$ cat src/rtl/sc_rowshifter_pkg.sv
// sc_rowshifter_pkg
// Shared definitions for the LED-matrix row shifter and its neighbours
// (bottom-side comparators, game FSM). It holds the direction-FSM
// state encoding and the default row width, tick rate and start pattern,
// so every block that touches the row agrees on them.
package sc_rowshifter_pkg;

  // Direction FSM encoding. HOLD is all zeros so that "moving" is simply
  // the OR of the state bits.
  typedef enum logic [1:0] {
    HOLD  = 2'b00,
    LEFT  = 2'b01,
    RIGHT = 2'b10
  } rowState_t;

  localparam int              DEFAULT_DATAWIDTH   = 8;
  localparam int              DEFAULT_TICKDIV     = 25000000;
  localparam int              DEFAULT_TICKWIDTH   = 25;
  localparam logic [7:0]      DEFAULT_INITPATTERN = 8'b00000001;

endpackage

$ cat src/rtl/sc_rowshifter_pong_tickprescaler.sv
// sc_tickprescaler
// Free-running game-tick prescaler. It counts 0..TICKDIV-1 and wraps,
// raising 'terminal' combinationally during the last count of each
// period. A synchronous clear restarts the period from zero.
// Ports:
//   clock    - rising-edge clock
//   reset    - synchronous active-high reset, count <= 0
//   clear    - synchronous restart of the period, count <= 0
//   terminal - high while count == TICKDIV-1
module sc_tickprescaler #(
  parameter int TICKDIV   = 25000000,
  parameter int TICKWIDTH = 25
) (
  input  logic clock,
  input  logic reset,
  input  logic clear,
  output logic terminal
);

  logic [TICKWIDTH-1:0] count;

  // The compare is done at the counter width so that a wide TICKDIV
  // constant does not widen the comparator.
  assign terminal = (count == TICKWIDTH'(TICKDIV - 1));

  // Period counter: reset and clear both restart the period, otherwise
  // wrap to zero after the terminal count.
  always_ff @(posedge clock) begin
    if (reset || clear) begin
      count <= '0;
    end else if (terminal) begin
      count <= '0;
    end else begin
      count <= count + TICKWIDTH'(1);
    end
  end

endmodule

$ cat src/rtl/sc_rowshifter_pingpong.sv
// sc_rowshifter_pingpong
// Owns one row of the LED-matrix game. The lit pattern moves one column
// per game tick, bouncing off the left and right edges; the registered
// row bus feeds the bottom-side comparators directly.
// Ports:
//   SC_ROWSHIFTER_CLOCK_50      - system clock, rising edge
//   SC_ROWSHIFTER_RESET_InHigh  - synchronous active-high reset
//   SC_ROWSHIFTER_load_In       - load data_InBUS into the row, go to HOLD
//   SC_ROWSHIFTER_data_InBUS    - pattern to load
//   SC_ROWSHIFTER_start_In      - start moving left (only from HOLD)
//   SC_ROWSHIFTER_stop_In       - freeze motion
//   SC_ROWSHIFTER_data_OutBUS   - registered row
//   SC_ROWSHIFTER_direction_Out - 1 while moving right
//   SC_ROWSHIFTER_moving_Out    - 1 while not in HOLD
//   SC_ROWSHIFTER_tick_Out      - 1-cycle pulse, high when the row updates
module sc_rowshifter_pingpong
  import sc_rowshifter_pkg::*;
#(
  parameter int ROWSHIFTER_DATAWIDTH = DEFAULT_DATAWIDTH,
  parameter int ROWSHIFTER_TICKDIV   = DEFAULT_TICKDIV,
  parameter int ROWSHIFTER_TICKWIDTH = DEFAULT_TICKWIDTH,
  parameter logic [ROWSHIFTER_DATAWIDTH-1:0] ROWSHIFTER_INITPATTERN =
    ROWSHIFTER_DATAWIDTH'(DEFAULT_INITPATTERN)
) (
  input  logic                            SC_ROWSHIFTER_CLOCK_50,
  input  logic                            SC_ROWSHIFTER_RESET_InHigh,
  input  logic                            SC_ROWSHIFTER_load_In,
  input  logic [ROWSHIFTER_DATAWIDTH-1:0] SC_ROWSHIFTER_data_InBUS,
  input  logic                            SC_ROWSHIFTER_start_In,
  input  logic                            SC_ROWSHIFTER_stop_In,
  output logic [ROWSHIFTER_DATAWIDTH-1:0] SC_ROWSHIFTER_data_OutBUS,
  output logic                            SC_ROWSHIFTER_direction_Out,
  output logic                            SC_ROWSHIFTER_moving_Out,
  output logic                            SC_ROWSHIFTER_tick_Out
);

  localparam int MSB = ROWSHIFTER_DATAWIDTH - 1;

  rowState_t                       state;
  logic [ROWSHIFTER_DATAWIDTH-1:0] row;
  logic                            tick;
  logic                            tickOut;
  logic                            rowEmpty;
  logic                            rowPinned;

  sc_tickprescaler #(
    .TICKDIV  (ROWSHIFTER_TICKDIV),
    .TICKWIDTH(ROWSHIFTER_TICKWIDTH)
  ) tickPrescaler (
    .clock   (SC_ROWSHIFTER_CLOCK_50),
    .reset   (SC_ROWSHIFTER_RESET_InHigh),
    .clear   (SC_ROWSHIFTER_load_In),
    .terminal(tick)
  );

  // An empty row, or one lit at both edges, has nowhere to go: shifting
  // it would either do nothing or make it bounce on every tick.
  assign rowEmpty  = (row == '0);
  assign rowPinned = row[MSB] && row[0];

  // Direction FSM and row register. Load beats stop, stop beats start,
  // and start only acts from HOLD; a tick is consumed only when none of
  // those fired. A bounce reverses direction and shifts back in the same
  // cycle, so the lit bit never sits on the edge for an extra tick.
  always_ff @(posedge SC_ROWSHIFTER_CLOCK_50) begin
    if (SC_ROWSHIFTER_RESET_InHigh) begin
      state   <= HOLD;
      row     <= ROWSHIFTER_INITPATTERN;
      tickOut <= 1'b0;
    end else begin
      tickOut <= tick;
      if (SC_ROWSHIFTER_load_In) begin
        state <= HOLD;
        row   <= SC_ROWSHIFTER_data_InBUS;
      end else if (SC_ROWSHIFTER_stop_In) begin
        state <= HOLD;
      end else if (SC_ROWSHIFTER_start_In && (state == HOLD)) begin
        state <= LEFT;
      end else if (tick && !rowEmpty && !rowPinned) begin
        case (state)
          LEFT: begin
            if (row[MSB]) begin
              state <= RIGHT;
              row   <= row >> 1;
            end else begin
              row <= row << 1;
            end
          end
          RIGHT: begin
            if (row[0]) begin
              state <= LEFT;
              row   <= row << 1;
            end else begin
              row <= row >> 1;
            end
          end
          default: begin
            row <= row;
          end
        endcase
      end
    end
  end

  assign SC_ROWSHIFTER_data_OutBUS   = row;
  assign SC_ROWSHIFTER_tick_Out      = tickOut;
  assign SC_ROWSHIFTER_direction_Out = (state == RIGHT);
  assign SC_ROWSHIFTER_moving_Out    = (state != HOLD);

endmodule

$ cat config.mk
export PLATFORM = sky130hd
export DESIGN_NAME = sc_rowshifter_pingpong
export DESIGN_NICKNAME = d
export VERILOG_FILES = /design/src/rtl/sc_rowshifter_pkg.sv /design/src/rtl/sc_rowshifter_pong_tickprescaler.sv /design/src/rtl/sc_rowshifter_pingpong.sv
export SDC_FILE = /design/constraint.sdc
export NUM_CORES = 1
export LEC_CHECK = 0
export ABC_AREA = 1
export CAP_MARGIN = 40
export CORE_ASPECT_RATIO = 0.6
export CORE_MARGIN = 4
export CORE_UTILIZATION = 35
export CTS_CLUSTER_DIAMETER = 100
export DETAILED_ROUTE_END_ITERATION = 10
export PLACE_DENSITY = 0.58
export SLEW_MARGIN = 25
export SYNTH_ARGS = -nofsm -noshare
export SYNTH_HDL_FRONTEND = slang
export SYNTH_SLANG_ARGS = --single-unit
$ cat constraint.sdc
create_clock -name SC_ROWSHIFTER_CLOCK_50 -period 1.46 [get_ports SC_ROWSHIFTER_CLOCK_50]
set_input_delay 0.292 -clock SC_ROWSHIFTER_CLOCK_50 [delete_from_list [all_inputs] [get_ports SC_ROWSHIFTER_CLOCK_50]]
set_output_delay 0.292 -clock SC_ROWSHIFTER_CLOCK_50 [all_outputs]
set_load 0.01 [all_outputs]
Word-level counts from Yosys, hierarchy flattened
Index checks and enable logic that the tools add are counted.
{"block": "word_totals", "input_bits": 13, "reg_bits": 36, "output_inout_bits": 11, "elab_cells": 48}
{"block": "op_classes", "n_eq_ne": 9, "reduce_logical": 21, "n_mux": 12, "addsub": 1}
{"operator": "$mux W8", "count": 6}
{"operator": "$add A25 B1 Y25 const B", "count": 1}
{"operator": "$eq A25 B25 Y1 const B", "count": 1}
{"operator": "$pmux W8 S2", "count": 1}
{"operator": "$reduce_and A4 Y1", "count": 3}
{"operator": "$logic_not A8 Y1", "count": 1}
{"operator": "$reduce_bool A2 Y1", "count": 4}
{"operator": "$ne A2 B2 Y1 const B", "count": 3}
{"operator": "$reduce_bool A3 Y1", "count": 2}
{"operator": "$logic_and A1 B1 Y1", "count": 4}
{"operator": "$mux W2", "count": 2}
{"operator": "$pmux W2 S2", "count": 1}
{"operator": "$reduce_or A4 Y1", "count": 1}
{"operator": "$ne A3 B1 Y1 const B", "count": 1}
{"operator": "$ne A3 B3 Y1 const B", "count": 1}
{"operator": "$reduce_or A3 Y1", "count": 1}
{"operator": "$eq A2 B1 Y1 const B", "count": 1}
{"operator": "$eq A2 B2 Y1 const B", "count": 1}
{"operator": "$logic_not A1 Y1", "count": 2}
{"operator": "$logic_not A2 Y1", "count": 1}
{"operator": "$mux W1", "count": 2}
{"operator": "$ne A2 B1 Y1 const B", "count": 1}
{"operator": "$reduce_or A2 Y1", "count": 1}
{"operator": "$logic_or A1 B1 Y1", "count": 1}

Longest topological paths before layout
{"block": "logic_depth", "ltp_word": 8, "depth_mapped": 11, "ltp_nobuf": 11}

Cells and area by module
Synthesis repeated with hierarchy kept, for this count alone.
{"block": "unflattened", "hier_cells": 372, "area_unflattened_um2": 2280.9}
{"mod": "sc_tickprescaler", "cells_each": 213, "instances": 1, "seq_area_each_um2": 500.5, "area_per_inst_um2": 1382.6}
{"mod": "sc_rowshifter_pingpong", "cells_each": 159, "instances": 1, "seq_area_each_um2": 220.2, "area_per_inst_um2": 898.4}

Worst setup path after synthesis
OpenSTA, ideal clock, no wires.
{"block": "synth_timing", "path_kind": "register -> register", "startpoint": "register tickPrescaler.count[0]", "endpoint": "register row[5], in the netlist SC_ROWSHIFTER_data_OutBUS[5]", "t_required_ps": 1347, "setup_slack_ps": -42, "path_stages_with_launch": 11, "setup_time_ps": 113, "path_buffers": 0, "t_arrival_ps": 1389, "period_less_slack_ps": 1502, "path_cell_list": "dfxtp_1 -> ha_1 -> nand3_2 -> nor2_1 -> nand2_1 -> nor2_4 -> nand4_4 -> nand2_4 -> nand2_1 -> nand2_1 -> nor2_1"}
{"block": "synth_between", "elab_chain_len": 5}
{"element": "from (decl)", "line_no": "sc_rowshifter_pong_tickprescaler.sv:20", "text": "logic [TICKWIDTH-1:0] count;"}
{"element": "from (signal assigned)", "line_no": "sc_rowshifter_pong_tickprescaler.sv:34", "text": "count <= count + TICKWIDTH'(1);"}
{"element": "$eq A25 B25 Y1", "line_no": "sc_rowshifter_pong_tickprescaler.sv:24", "text": "assign terminal = (count == TICKWIDTH'(TICKDIV - 1));"}
{"element": "$logic_and A1 B1 Y1 (2 in series)", "line_no": "sc_rowshifter_pingpong.sv:79", "text": "end else if (tick && !rowEmpty && !rowPinned) begin"}
{"element": "$reduce_bool A2 Y1 (no source line)"}
{"element": "$reduce_and A4 Y1 (no source line)"}
{"element": "to (signal assigned)", "line_no": "sc_rowshifter_pingpong.sv:84", "text": "row <= row >> 1;"}
{"element": "to (signal assigned)", "line_no": "sc_rowshifter_pingpong.sv:86", "text": "row <= row << 1;"}
{"element": "to (signal assigned)", "line_no": "sc_rowshifter_pingpong.sv:92", "text": "row <= row << 1;"}
{"element": "to (decl)", "line_no": "sc_rowshifter_pingpong.sv:40", "text": "logic [ROWSHIFTER_DATAWIDTH-1:0] row;"}
No other way between the ends.
A chain may end at the register's enable or synchronous reset.

Worst setup path after layout
{"block": "layout_timing", "startpoint": "register tickPrescaler.count[0]", "endpoint": "register row[2], in the netlist SC_ROWSHIFTER_data_OutBUS[2]"}
The elaborated chain is that of the path after synthesis.

==> key figures <==
Run status
  • Status: finished with violations
  • Failing checks: setup timing

Pwr
  • Total power: 2.08 mW
  • Internal power: 1.56 mW
  • PwrDens: 658 nW/µm²
  • Part of the power in registers: 0.493
  • Net Sw Power: 0.530 mW
  • Largest vdd supply drop: 334 µV
  • Pleak: 1.37 nW
  • Clock power share: 0.374
  • Logic pwr share: 0.133
  • Switching Share: 0.254

GRT
  • Total congestion overflow: 0
  • Largest net degree at the start of global routing: 14
  • Antenna violations before repair: 0
  • First-pass GRT wire length: 10.1 mm
  • GRT Util Overall: 0.174
  • Vias in the first global route: 2046

Yosys
  • Yosys warning total: 0
  • Average cell area after synthesis: 6.66 µm²
  • Synth Area in Compound Gates: 0.0644
  • Simple-gate portion of the synthesized area: 0.477
  • Largest family of logic cells by synthesized area: simple AND/OR/NAND/NOR gates
  • Mapped Cells: 315
  • Part of the Yosys area used for sequential elements: 0.344
  • Synth top area cells: dfxtp_1, nand2_1, nor2_1
  • Largest area contributor in the netlist: dfxtp_1
  • Mapped cell area: 2100 µm²
  • Post-synthesis mux area share: 0
  • Yosys reg bits: 36
  • Synthesized-area fraction occupied by adder cells: 0.00597
  • Area share of the largest cell type after synthesis: 0.344
  • Unique masters post-synth: 32
  • Net count after synthesis: 329
  • Post-Synth XOR/XNOR Area: 0.0292

Clock network
  • CTS tree: built
  • Root buffer cell: clkbuf_8
  • Total CTS buffers: 5
  • CTS max path bufs: 2
  • Clk_lat worst skew: 0.29 ns
  • Clock-pin slew on the worst setup and hold paths: 0.07 ns
  • CTS sink cnt: 36
  • CTS H-tree depth: 2

Final layout
  • Fillers: 554
  • Layout area overhead: 51.1%
  • Post-layout net count: 417
  • Ant diodes: 0
  • Final non-filler cell area: 3170 µm²
  • Layout cells sized above 1: 0.345

Floorplan
  • Die H: 68.0 µm
  • Die X: 108 µm
  • Starting density of the core: 0.369
  • Row count: 21
  • I/O pin cnt: 24
  • Die area: 7330 µm²
  • Core area: 5680 µm²

Setup path
  • Crit-path cells: ha_4, nand3_4, nor2_4, nand2_2, nor2_4, nand4_4, buf_4, a21oi_1, nor2_1
  • Crit end category: register
  • Family with the most delay on the worst path: simple AND/OR/NAND/NOR gates
  • CP Buf/Inv Count: 1
  • Crit path launch type: register
  • Most used cell, CP: nor2_4
  • Worst Path Arrival: 1.80 ns
  • CP max stage cell: dfxtp_4
  • Crit Path Class: register to register
  • Data required time of the worst path: 1.64 ns
  • FF-to-FF Start: tickPrescaler.count[0]
  • Beginning of the critical path: tickPrescaler.count[0]
  • Largest stage delay, worst path: 0.37 ns
  • Crit Path Max Fanout: 5

Timing
  • Final period utilization: 1.11
  • Setup Skew: 0.00565 ns
  • Fin. max-slew vios: 0
  • Final Worst Setup Slack: -0.162 ns
  • Sum Neg Setup Slack: -1.13 ns
  • Setup Viol. Count Final: 17
  • Actual slew at the worst max-slew pin: 0.395 ns
  • Rel. slew slack: 0.735
  • Fmax: 616 MHz
  • Final period demand of the worst path: 1.62 ns
  • Final hold viol count: 0
  • RSZ-0062 raised after global routing: yes

Route
  • Initial drt markers: 137
  • First drt pass iteration count: 4
  • DRT Wirelength: 6.09 mm
  • Remaining antenna violation count after routing: 0
  • DRC viols: 0
  • Vias after detailed routing: 2290
  • Avg WL per Cell: 12.6 µm
  • Vias/cell: 4.74

Placed design
  • DP Area: 2860 µm²
  • I/O Buffers: 23
  • Post-DP HPWL: 4.50 mm
  • Final GP Congestion: 0.855

Worst hold path
  • Worst hold path class: register to register
  • HP Start: tickPrescaler.count[0]

Run
  • Max-capacitance violation count: 0
## logic make-up after synthesis
family / count (synthesis)
and+or+nand+nor: 203
buffers and inverters: 42
DFF: 36
AOI/OAI and AO/OA: 26
xor gates and xnor gates: 7
adders and majority gates: 1
## final timing paths
kind                            cells past startpoint                      endpoint  slack, ns
worst min register to register                      1        tickPrescaler.count[0]       0.45
worst max register to register                      9  SC_ROWSHIFTER_data_OutBUS[2]      -0.16
worst min-delay path                                1        tickPrescaler.count[0]       0.45
worst max-delay path                                9  SC_ROWSHIFTER_data_OutBUS[2]      -0.16
## power by group through the flow
stage | clock network [mW] | logic, mW | registers [mW]
4_1_cts | 0.805 | 0.265 | 1.03
2_1_floorplan | 0 | 0.123 | 1.05
3_5_place_dp | 0 | 0.263 | 1.05
6_report | 0.780 | 0.277 | 1.03
5_1_grt | 0.848 | 0.308 | 1.03
3_3_place_gp | 0 | 0.266 | 1.05
## worst register-to-register path, delay by kind of cell (launching register included)
kind | cells | cell delay [ns]
and+or+nand+nor | 6 | 0.71
DFF | 1 | 0.37
buffers and inverters | 1 | 0.18
AOI/OAI and AO/OA | 1 | 0.12
adders and majority gates | 1 | 0.15
## sequential cells by signal (all words and copies together) (netlist names)
signal / cells
tickPrescaler.count: 25
SC_ROWSHIFTER_tick_Out: 1
state: 2
SC_ROWSHIFTER_data_OutBUS: 8
## layout make-up
type | count | area, µm² | area share
flip-flops and latches | 36 | 733 | 0.231
inverters | 36 | 136 | 0.0430
multi-input cells | 238 | 1370 | 0.431
clock buffers | 7 | 96.3 | 0.0304
well taps | 80 | 100 | 0.0316
repair buffers | 86 | 738 | 0.233
## metrics by stage
stage                     worst slack, ns  utilization  hold slack [ns]  std cells
after floorplan                    0.0303            -            0.364        315
after global placement             -0.117        0.504            0.427        466
after detailed placement           -0.113        0.504            0.430        466
after CTS                         -0.0621        0.540            0.440        476
after global routing               -0.259        0.558            0.468        483
final                              -0.162        0.558            0.453        483
## cells in the mapped netlist, drive strengths merged
cell	number
ha	1
inv	35
nand3	23
o21ai	5
nand3b	1
nor3b	7
xor2	5
buf	4
a31oi	2
nor2	63
xnor2	2
clkbuf	2
nand2	83
or2	2
nor3	13
clkinv	1
nor4	1
a21oi	17
nand4	10
dfxtp	36
o22ai	2
## per-layer routing
metal  wire length [µm]  up-vias  track usage  part of all wire
li1                   -     1196            -                 -
met1               3330     1020        0.276              0.55
met2               2330       67        0.235              0.38
met3                377        7       0.0415             0.062
met4                 47        0       0.0299            0.0077
met5                  0        -            0                 0
## cells in the final DEF, fill, tap and decap left out, types with 2 or more instances in the layout
cell,n
nand3_2,6
buf_12,3
nor3b_1,3
nor3_4,2
clkdlybuf4s50_1,12
nand2_2,15
o22ai_1,2
clkbuf_8,7
dfxtp_1,28
inv_1,29
nor3_1,10
dfxtp_2,7
buf_6,4
a31oi_1,2
nand2_4,3
a21oi_1,17
dlygate4sd2_1,8
nand3_4,2
nor2_4,8
nor2_2,6
buf_4,56
nand2_1,65
or2_2,2
nand3_1,15
o21ai_0,5
nand4_1,9
xnor2_1,2
inv_2,6
nor2_1,49
nor3b_2,4
nand4_4,2
xor2_1,5
clkbuf_2,2
## timing repair
item | CTS | global route
setup buffers | 2 | 7
cloned | 1 | 0
pin swaps | 9 | 18
setup endpoints to repair | 44 | 39
gates resized for setup | 33 | 25
hold buffers | 0 | 0
Power figures use the tool's default switching activity.
